## src/rtl/alu_muldiv_unit_if.sv

```systemverilog
// rtl/alu_muldiv_unit_if.sv - command/result bundle between the control unit and the mul/div unit
//   master : drives start, funct, opA, opB; observes busy, done, illegal, hi, lo, result
//   slave  : the mul/div unit itself (opposite directions)
interface alu_muldiv_unit_if #(
  parameter int WIDTH = 32
);
  logic             start;
  logic [5:0]       funct;
  logic [WIDTH-1:0] opA;
  logic [WIDTH-1:0] opB;
  logic             busy;
  logic             done;
  logic             illegal;
  logic [WIDTH-1:0] hi;
  logic [WIDTH-1:0] lo;
  logic [WIDTH-1:0] result;

  modport master (
    output start, funct, opA, opB,
    input  busy, done, illegal, hi, lo, result
  );

  modport slave (
    input  start, funct, opA, opB,
    output busy, done, illegal, hi, lo, result
  );
endinterface

```

## src/rtl/alu_muldiv_unit.sv

```systemverilog
// rtl/alu_muldiv_unit.sv - multi-cycle MULT/MULTU/DIV/DIVU with HI/LO and MFHI/MTHI/MFLO/MTLO
//   clk     : rising-edge clock
//   rst_n   : asynchronous active-low reset
//   bus     : slave side of alu_muldiv_unit_if
//             start/funct/opA/opB in; busy/done/illegal pulses, hi/lo registers,
//             result = hi (MFHI) / lo (MFLO) / 0 combinationally
module alu_muldiv_unit #(
  parameter int WIDTH = 32
) (
  input  logic               clk,
  input  logic               rst_n,
  alu_muldiv_unit_if.slave   bus
);

  localparam int CW = $clog2(WIDTH);
  localparam logic [CW-1:0] LAST = CW'(WIDTH - 1);

  localparam logic [5:0] F_MFHI  = 6'h10;
  localparam logic [5:0] F_MTHI  = 6'h11;
  localparam logic [5:0] F_MFLO  = 6'h12;
  localparam logic [5:0] F_MTLO  = 6'h13;
  localparam logic [5:0] F_MULT  = 6'h18;
  localparam logic [5:0] F_MULTU = 6'h19;
  localparam logic [5:0] F_DIV   = 6'h1A;
  localparam logic [5:0] F_DIVU  = 6'h1B;

  typedef enum logic [1:0] {S_IDLE, S_CALC, S_FIX, S_DONE} state_t;

  state_t               state_q, state_d;
  logic [CW-1:0]        cnt_q, cnt_d;
  logic [2*WIDTH-1:0]   acc_q, acc_d;      // mul: {partial, multiplier}; div: {remainder, quotient}
  logic [WIDTH-1:0]     b_q, b_d;          // multiplicand or divisor magnitude
  logic                 is_div_q, is_div_d;
  logic                 neg_lo_q, neg_lo_d; // negate product / quotient in FIX
  logic                 neg_hi_q, neg_hi_d; // negate remainder in FIX
  logic [WIDTH-1:0]     hi_q, hi_d;
  logic [WIDTH-1:0]     lo_q, lo_d;
  logic                 illegal_q, illegal_d;

  // Operand magnitudes for the signed forms; unsigned forms pass through.
  logic             is_signed, a_neg, b_neg;
  logic [WIDTH-1:0] a_abs, b_abs;
  assign is_signed = (bus.funct == F_MULT) || (bus.funct == F_DIV);
  assign a_neg     = is_signed & bus.opA[WIDTH-1];
  assign b_neg     = is_signed & bus.opB[WIDTH-1];
  assign a_abs     = a_neg ? -bus.opA : bus.opA;
  assign b_abs     = b_neg ? -bus.opB : bus.opB;

  // Shift-add step: add multiplicand to the upper half when the current
  // multiplier bit is set, then shift the whole accumulator right; the carry
  // out of the add becomes the new top bit.
  logic [WIDTH:0]       mul_sum;
  logic [2*WIDTH-1:0]   mul_step;
  assign mul_sum  = {1'b0, acc_q[2*WIDTH-1:WIDTH]} + {1'b0, b_q};
  assign mul_step = acc_q[0] ? {mul_sum, acc_q[WIDTH-1:1]}
                             : {1'b0, acc_q[2*WIDTH-1:1]};

  // Restoring divide step: shift {rem, quo} left, trial-subtract the divisor
  // from the widened remainder, keep the difference only if it did not borrow.
  logic [WIDTH:0]       rem_sh, diff;
  logic [2*WIDTH-1:0]   div_step;
  assign rem_sh   = acc_q[2*WIDTH-1:WIDTH-1];
  assign diff     = rem_sh - {1'b0, b_q};
  assign div_step = diff[WIDTH] ? {rem_sh[WIDTH-1:0], acc_q[WIDTH-2:0], 1'b0}
                                : {diff[WIDTH-1:0],   acc_q[WIDTH-2:0], 1'b1};

  logic [2*WIDTH-1:0] acc_neg;
  logic [WIDTH-1:0]   quo_neg, rem_neg;
  assign acc_neg = -acc_q;
  assign quo_neg = -acc_q[WIDTH-1:0];
  assign rem_neg = -acc_q[2*WIDTH-1:WIDTH];

  // State register
  always_ff @(posedge clk or negedge rst_n) begin
    if (!rst_n) state_q <= S_IDLE;
    else        state_q <= state_d;
  end

  // Datapath registers
  always_ff @(posedge clk or negedge rst_n) begin
    if (!rst_n) begin
      cnt_q     <= '0;
      acc_q     <= '0;
      b_q       <= '0;
      is_div_q  <= 1'b0;
      neg_lo_q  <= 1'b0;
      neg_hi_q  <= 1'b0;
      hi_q      <= '0;
      lo_q      <= '0;
      illegal_q <= 1'b0;
    end else begin
      cnt_q     <= cnt_d;
      acc_q     <= acc_d;
      b_q       <= b_d;
      is_div_q  <= is_div_d;
      neg_lo_q  <= neg_lo_d;
      neg_hi_q  <= neg_hi_d;
      hi_q      <= hi_d;
      lo_q      <= lo_d;
      illegal_q <= illegal_d;
    end
  end

  // Next state
  always_comb begin
    state_d = state_q;
    case (state_q)
      S_IDLE: begin
        if (bus.start) begin
          case (bus.funct)
            F_MULT, F_MULTU: state_d = S_CALC;
            F_DIV, F_DIVU:   state_d = (bus.opB == '0) ? S_DONE : S_CALC;
            default:         state_d = S_IDLE;
          endcase
        end
      end
      S_CALC:  if (cnt_q == LAST) state_d = S_FIX;
      S_FIX:   state_d = S_DONE;
      S_DONE:  state_d = S_IDLE;
      default: state_d = S_IDLE;
    endcase
  end

  // Datapath next values
  always_comb begin
    cnt_d     = cnt_q;
    acc_d     = acc_q;
    b_d       = b_q;
    is_div_d  = is_div_q;
    neg_lo_d  = neg_lo_q;
    neg_hi_d  = neg_hi_q;
    hi_d      = hi_q;
    lo_d      = lo_q;
    illegal_d = 1'b0;
    case (state_q)
      S_IDLE: begin
        if (bus.start) begin
          case (bus.funct)
            F_MTHI: hi_d = bus.opA;
            F_MTLO: lo_d = bus.opA;
            F_MFHI, F_MFLO: ;
            F_MULT, F_MULTU: begin
              acc_d    = {{WIDTH{1'b0}}, b_abs};
              b_d      = a_abs;
              is_div_d = 1'b0;
              neg_lo_d = a_neg ^ b_neg;
              neg_hi_d = a_neg ^ b_neg;
              cnt_d    = '0;
            end
            F_DIV, F_DIVU: begin
              if (bus.opB == '0) begin
                hi_d = bus.opA;
                lo_d = '1;
              end else begin
                acc_d    = {{WIDTH{1'b0}}, a_abs};
                b_d      = b_abs;
                is_div_d = 1'b1;
                neg_lo_d = a_neg ^ b_neg;
                neg_hi_d = a_neg;   // remainder follows the dividend
                cnt_d    = '0;
              end
            end
            default: illegal_d = 1'b1;
          endcase
        end
      end
      S_CALC: begin
        acc_d = is_div_q ? div_step : mul_step;
        cnt_d = cnt_q + CW'(1);
      end
      S_FIX: begin
        if (is_div_q) begin
          lo_d = neg_lo_q ? quo_neg : acc_q[WIDTH-1:0];
          hi_d = neg_hi_q ? rem_neg : acc_q[2*WIDTH-1:WIDTH];
        end else begin
          {hi_d, lo_d} = neg_lo_q ? acc_neg : acc_q;
        end
      end
      default: ;
    endcase
  end

  // Outputs
  always_comb begin
    bus.busy    = (state_q == S_CALC) || (state_q == S_FIX);
    bus.done    = (state_q == S_DONE);
    bus.illegal = illegal_q;
    bus.hi      = hi_q;
    bus.lo      = lo_q;
    case (bus.funct)
      F_MFHI:  bus.result = hi_q;
      F_MFLO:  bus.result = lo_q;
      default: bus.result = '0;
    endcase
  end

endmodule

```

## src/flat_wrapper.sv

```systemverilog
// flat-port wrapper written by rule: the top's interface ports become plain ports
module alu_muldiv_unit_flat 
#(
  parameter int WIDTH = 32
)
  (clk, rst_n, bus_start, bus_funct, bus_opA, bus_opB, bus_busy, bus_done, bus_illegal, bus_hi, bus_lo, bus_result);
  alu_muldiv_unit_if #(.WIDTH(WIDTH)) bus_i ();
  input  logic clk;
  input  logic rst_n;
  input wire logic [$bits(bus_i.start)-1:0] bus_start;
  input wire logic [$bits(bus_i.funct)-1:0] bus_funct;
  input wire logic [$bits(bus_i.opA)-1:0] bus_opA;
  input wire logic [$bits(bus_i.opB)-1:0] bus_opB;
  output wire logic [$bits(bus_i.busy)-1:0] bus_busy;
  output wire logic [$bits(bus_i.done)-1:0] bus_done;
  output wire logic [$bits(bus_i.illegal)-1:0] bus_illegal;
  output wire logic [$bits(bus_i.hi)-1:0] bus_hi;
  output wire logic [$bits(bus_i.lo)-1:0] bus_lo;
  output wire logic [$bits(bus_i.result)-1:0] bus_result;
  assign bus_i.start = bus_start;
  assign bus_i.funct = bus_funct;
  assign bus_i.opA = bus_opA;
  assign bus_i.opB = bus_opB;
  assign bus_busy = bus_i.busy;
  assign bus_done = bus_i.done;
  assign bus_illegal = bus_i.illegal;
  assign bus_hi = bus_i.hi;
  assign bus_lo = bus_i.lo;
  assign bus_result = bus_i.result;
  alu_muldiv_unit #(.WIDTH(WIDTH)) u_core (.clk(clk), .rst_n(rst_n), .bus(bus_i));
endmodule
```

## config.mk

```make
export PLATFORM = sky130hd
export DESIGN_NAME = alu_muldiv_unit_flat
export DESIGN_NICKNAME = d
export VERILOG_FILES = /design/src/rtl/alu_muldiv_unit_if.sv /design/src/rtl/alu_muldiv_unit.sv /design/src/flat_wrapper.sv
export SDC_FILE = /design/constraint.sdc
export NUM_CORES = 1
export LEC_CHECK = 0
export ABC_AREA = 1
export BUFFER_PORTS_ARGS = -buffer_cell sky130_fd_sc_hd__buf_4
export CORE_ASPECT_RATIO = 1.4
export CORE_UTILIZATION = 30
export DETAILED_ROUTE_END_ITERATION = 16
export GPL_ROUTABILITY_DRIVEN = 0
export PLACE_DENSITY = 0.43
export SLEW_MARGIN = 0
export SYNTH_ARGS = -nofsm -noshare
export SYNTH_HDL_FRONTEND = slang
export SYNTH_SLANG_ARGS = --single-unit
```

## constraint.sdc

```tcl
create_clock -name clk -period 2.55 [get_ports clk]
set_input_delay 0.3825 -clock clk [delete_from_list [all_inputs] [get_ports clk]]
set_output_delay 0.3825 -clock clk [all_outputs]
set_load 0.1 [all_outputs]
```

==> results.tsv <==
metric	value	unit
outcome	finished clean	
ys.flop_type	dfrtp_1	
cp.required	2.98	ns
insertion_delay	0.49	ns
syn_inst	3516	
synth_nets	3665	
synth_top_family_by_area	simple AND/OR/NAND/NOR gates	
synthAdderAreaFrac	0.0490	
initial_core_util	0.305	
routedWlPerCell	23.3	µm
worstSetupStartpointType	flip-flop	
drt-total-wl	111	mm
drive_gt1_frac	0.186	
synthMuxAreaShare	0	
synth_edf_count	0	
ir_worst_vdd	1.84	mV
die_height	305	µm
io_pins	172	
slowest_delay	0.40	ns
crit_top_cell	nand2_1	
synth-seq-area-share	0.217	
synth.distinct_cells	49	
vias	25149	
relSlewSlack	0.466	
grt_pass1_wl	161	mm
drt_iter0_markers	2099	
cp_max_fo	5	
grt_pass1_vias	24868	
ant_nets	0	
critPathKind	flip-flop to flip-flop	
maxCapViolCount	0	
root_buffer	clkbuf_16	
async_flop_share	1.00	
grt_max_degree	102	
synth_top_cell_area_share	0.232	
hpwl	91.9	mm
grt-ovfl-total	0	
max_freq	0.404	GHz
period_share	0.971	
rsz0062_at_grt	yes	
fillers	7270	
finalSetupTns	0	ns
yosys.area_share.xor_xnor	0.0293	
syn_area_per_cell	5.61	µm²
cts.sinks	171	
fp.coreArea	64700	µm²
worst_ep_arrival_time	2.91	ns
cts_tree	done	
drcViolationCount	0	
cts_buffers	17	
place_area	23900	µm²
fin_nets	4047	
min_path_type	input port to flip-flop	
synth_area	19700	µm²
antenna_found_initial	2	
r2r_cells	13	
rows	110	
p_leak	13.3	nW
power_density	1420	nW/µm²
finalSetupViolations	0	
crit_chain	buf_4 -> ha_2 -> nand2_1 -> nor2_2 -> inv_1 -> nor2_2 -> nand4_1 -> nand4_1 -> nand3_1 -> a21oi_2 -> buf_4 -> nand2_1 -> nand2_1	
clockBufferDepth	2	
cts_max_level	4	
first_pass_iters	6	
grt_usage	0.330	
critPathCaptureType	flip-flop	
dieWidth	219	µm
synth_compound_area_frac	0.141	
die_area	66800	µm²
area_growth	28.8	%
period_minus_slack	2.48	ns
portBuffers	171	
worstMarginPinSlew	0.791	ns
ys_top_cells_by_area	nand2_1, dfrtp_1, nand3_1	
vias_per_cell	5.29	
slowest_stage	ha_2	
synthSimpleGateAreaFrac	0.440	
whs_path_depth	3	
synth-seq-cells	171	
yosysWarnings	0	
hold_ws	0.240	ns
drv_slew	0	
skew	0.0177	ns
path_clk_slew	0.09	ns
fin_area	25400	µm²
post-synth-top-count-cell	nand2_1	
synth_top_area_cell	nand2_1	
hold_violations	0	
synthTopCellsByCount	nand2_1, inv_1, nand3_1, nor2_1, a21oi_1	
[worst max-delay path: cells and delay by family (launching register included)]
family                     cells  cell delay (ns)
AOI/OAI and AO/OA              1             0.28
adders and majority gates      1             0.40
DFF                            1             0.39
and+or+nand+nor                8             0.92
buffers and inverters          3             0.41
[area by class of cell]
| type | count | area [µm²] | share of cell area |
|---|---|---|---|
| antenna | 1 | 2.50 | 0.0000984 |
| clock buffer | 18 | 429 | 0.0169 |
| clock inverter | 14 | 175 | 0.00689 |
| inverter | 487 | 1830 | 0.0720 |
| multi-input combinational | 2733 | 13700 | 0.537 |
| sequential | 171 | 4310 | 0.170 |
| tap | 840 | 1050 | 0.0413 |
| timing repair buffer | 488 | 3970 | 0.156 |
[power breakdown]
group	switching [mW]	internal, mW	total (mW)	leakage (nW)
sequential	1.56	4.00	5.56	2.07
clock	1.44	1.49	2.93	0.293
combinational	18.9	8.79	27.7	11.0
[flip-flops by register name (all words and copies together), names as in the netlist]
signal,count
u_core.b_q,32
u_core.is_div_q,1
u_core.cnt_q,5
u_core.bus.lo,32
u_core.state_q,2
u_core.bus.illegal,1
u_core.neg_hi_q,1
u_core.acc_q,64
u_core.bus.hi,32
u_core.neg_lo_q,1
[logic make-up (layout without fill, tap and decap cells)]
| group | after synthesis | after routing |
|---|---|---|
| AOI/OAI and AO/OA | 507 | 507 |
| xor gates and xnor gates | 66 | 66 |
| adders and majority gates | 76 | 76 |
| buffers and inverters | 612 | 1007 |
| DFF | 171 | 171 |
| other | 0 | 1 |
| and+or+nand+nor | 2084 | 2084 |
[stage by stage]
stage / cells / setup WS [ns] / util / power [mW]
finish: 4752 / 0.0740 / 0.393 / 36.2
global route: 4751 / -0.0599 / 0.393 / 38.5
CTS: 4732 / 0.000151 / 0.380 / 34.6
detailed placement: 4699 / -0.192 / 0.370 / 31.5
global placement: 4699 / -0.195 / 0.370 / 31.5
floorplan: 3516 / -0.460 / - / 21.3
[layer usage]
layer / track usage / wire length (µm) / part of all wire / vias up
met1: 0.354 / 40500 / 0.37 / 11850
li1: - / - / - / 11971
met4: 0.246 / 9660 / 0.087 / 2
met2: 0.584 / 55100 / 0.50 / 994
met5: 0 / 12 / 0.00011 / -
met3: 0.0438 / 5560 / 0.050 / 332
[layout by cell type (no fill, tap or decap), drive strengths merged, types with 15 or more instances in the layout]
master / n
clkbuf: 20
buf: 485
ha: 74
dfrtp: 171
inv: 491
xor2: 58
nand2: 1238
o211ai: 40
o21ai: 209
a21oi: 220
nor3: 20
nand3b: 15
nand3: 385
nor2: 361
nand4: 45
[worst paths after layout]
kind | start | end | slack, ns
setup / recovery | u_core.acc_q[50] | u_core.acc_q[50] | 0.07
hold / removal | bus_opA[2] | u_core.bus.lo[2] | 0.24
setup reg to reg | u_core.acc_q[50] | u_core.acc_q[50] | 0.07
hold reg to reg | u_core.cnt_q[4] | u_core.cnt_q[4] | 0.50
max in group asynchronous | rst_n | u_core.b_q[8] | 1.37
min in group asynchronous | rst_n | u_core.bus.hi[27] | 0.45
[what timing repair did]
action,in CTS,in global routing
endpoints found under the setup margin,32,56
gates resized for setup,17,150
gates cloned,0,2
buffers inserted,0,17
endpoints found under the hold margin,52,0
pin swaps,0,22
hold buffers,1,0
Power figures use the tool's default switching activity.
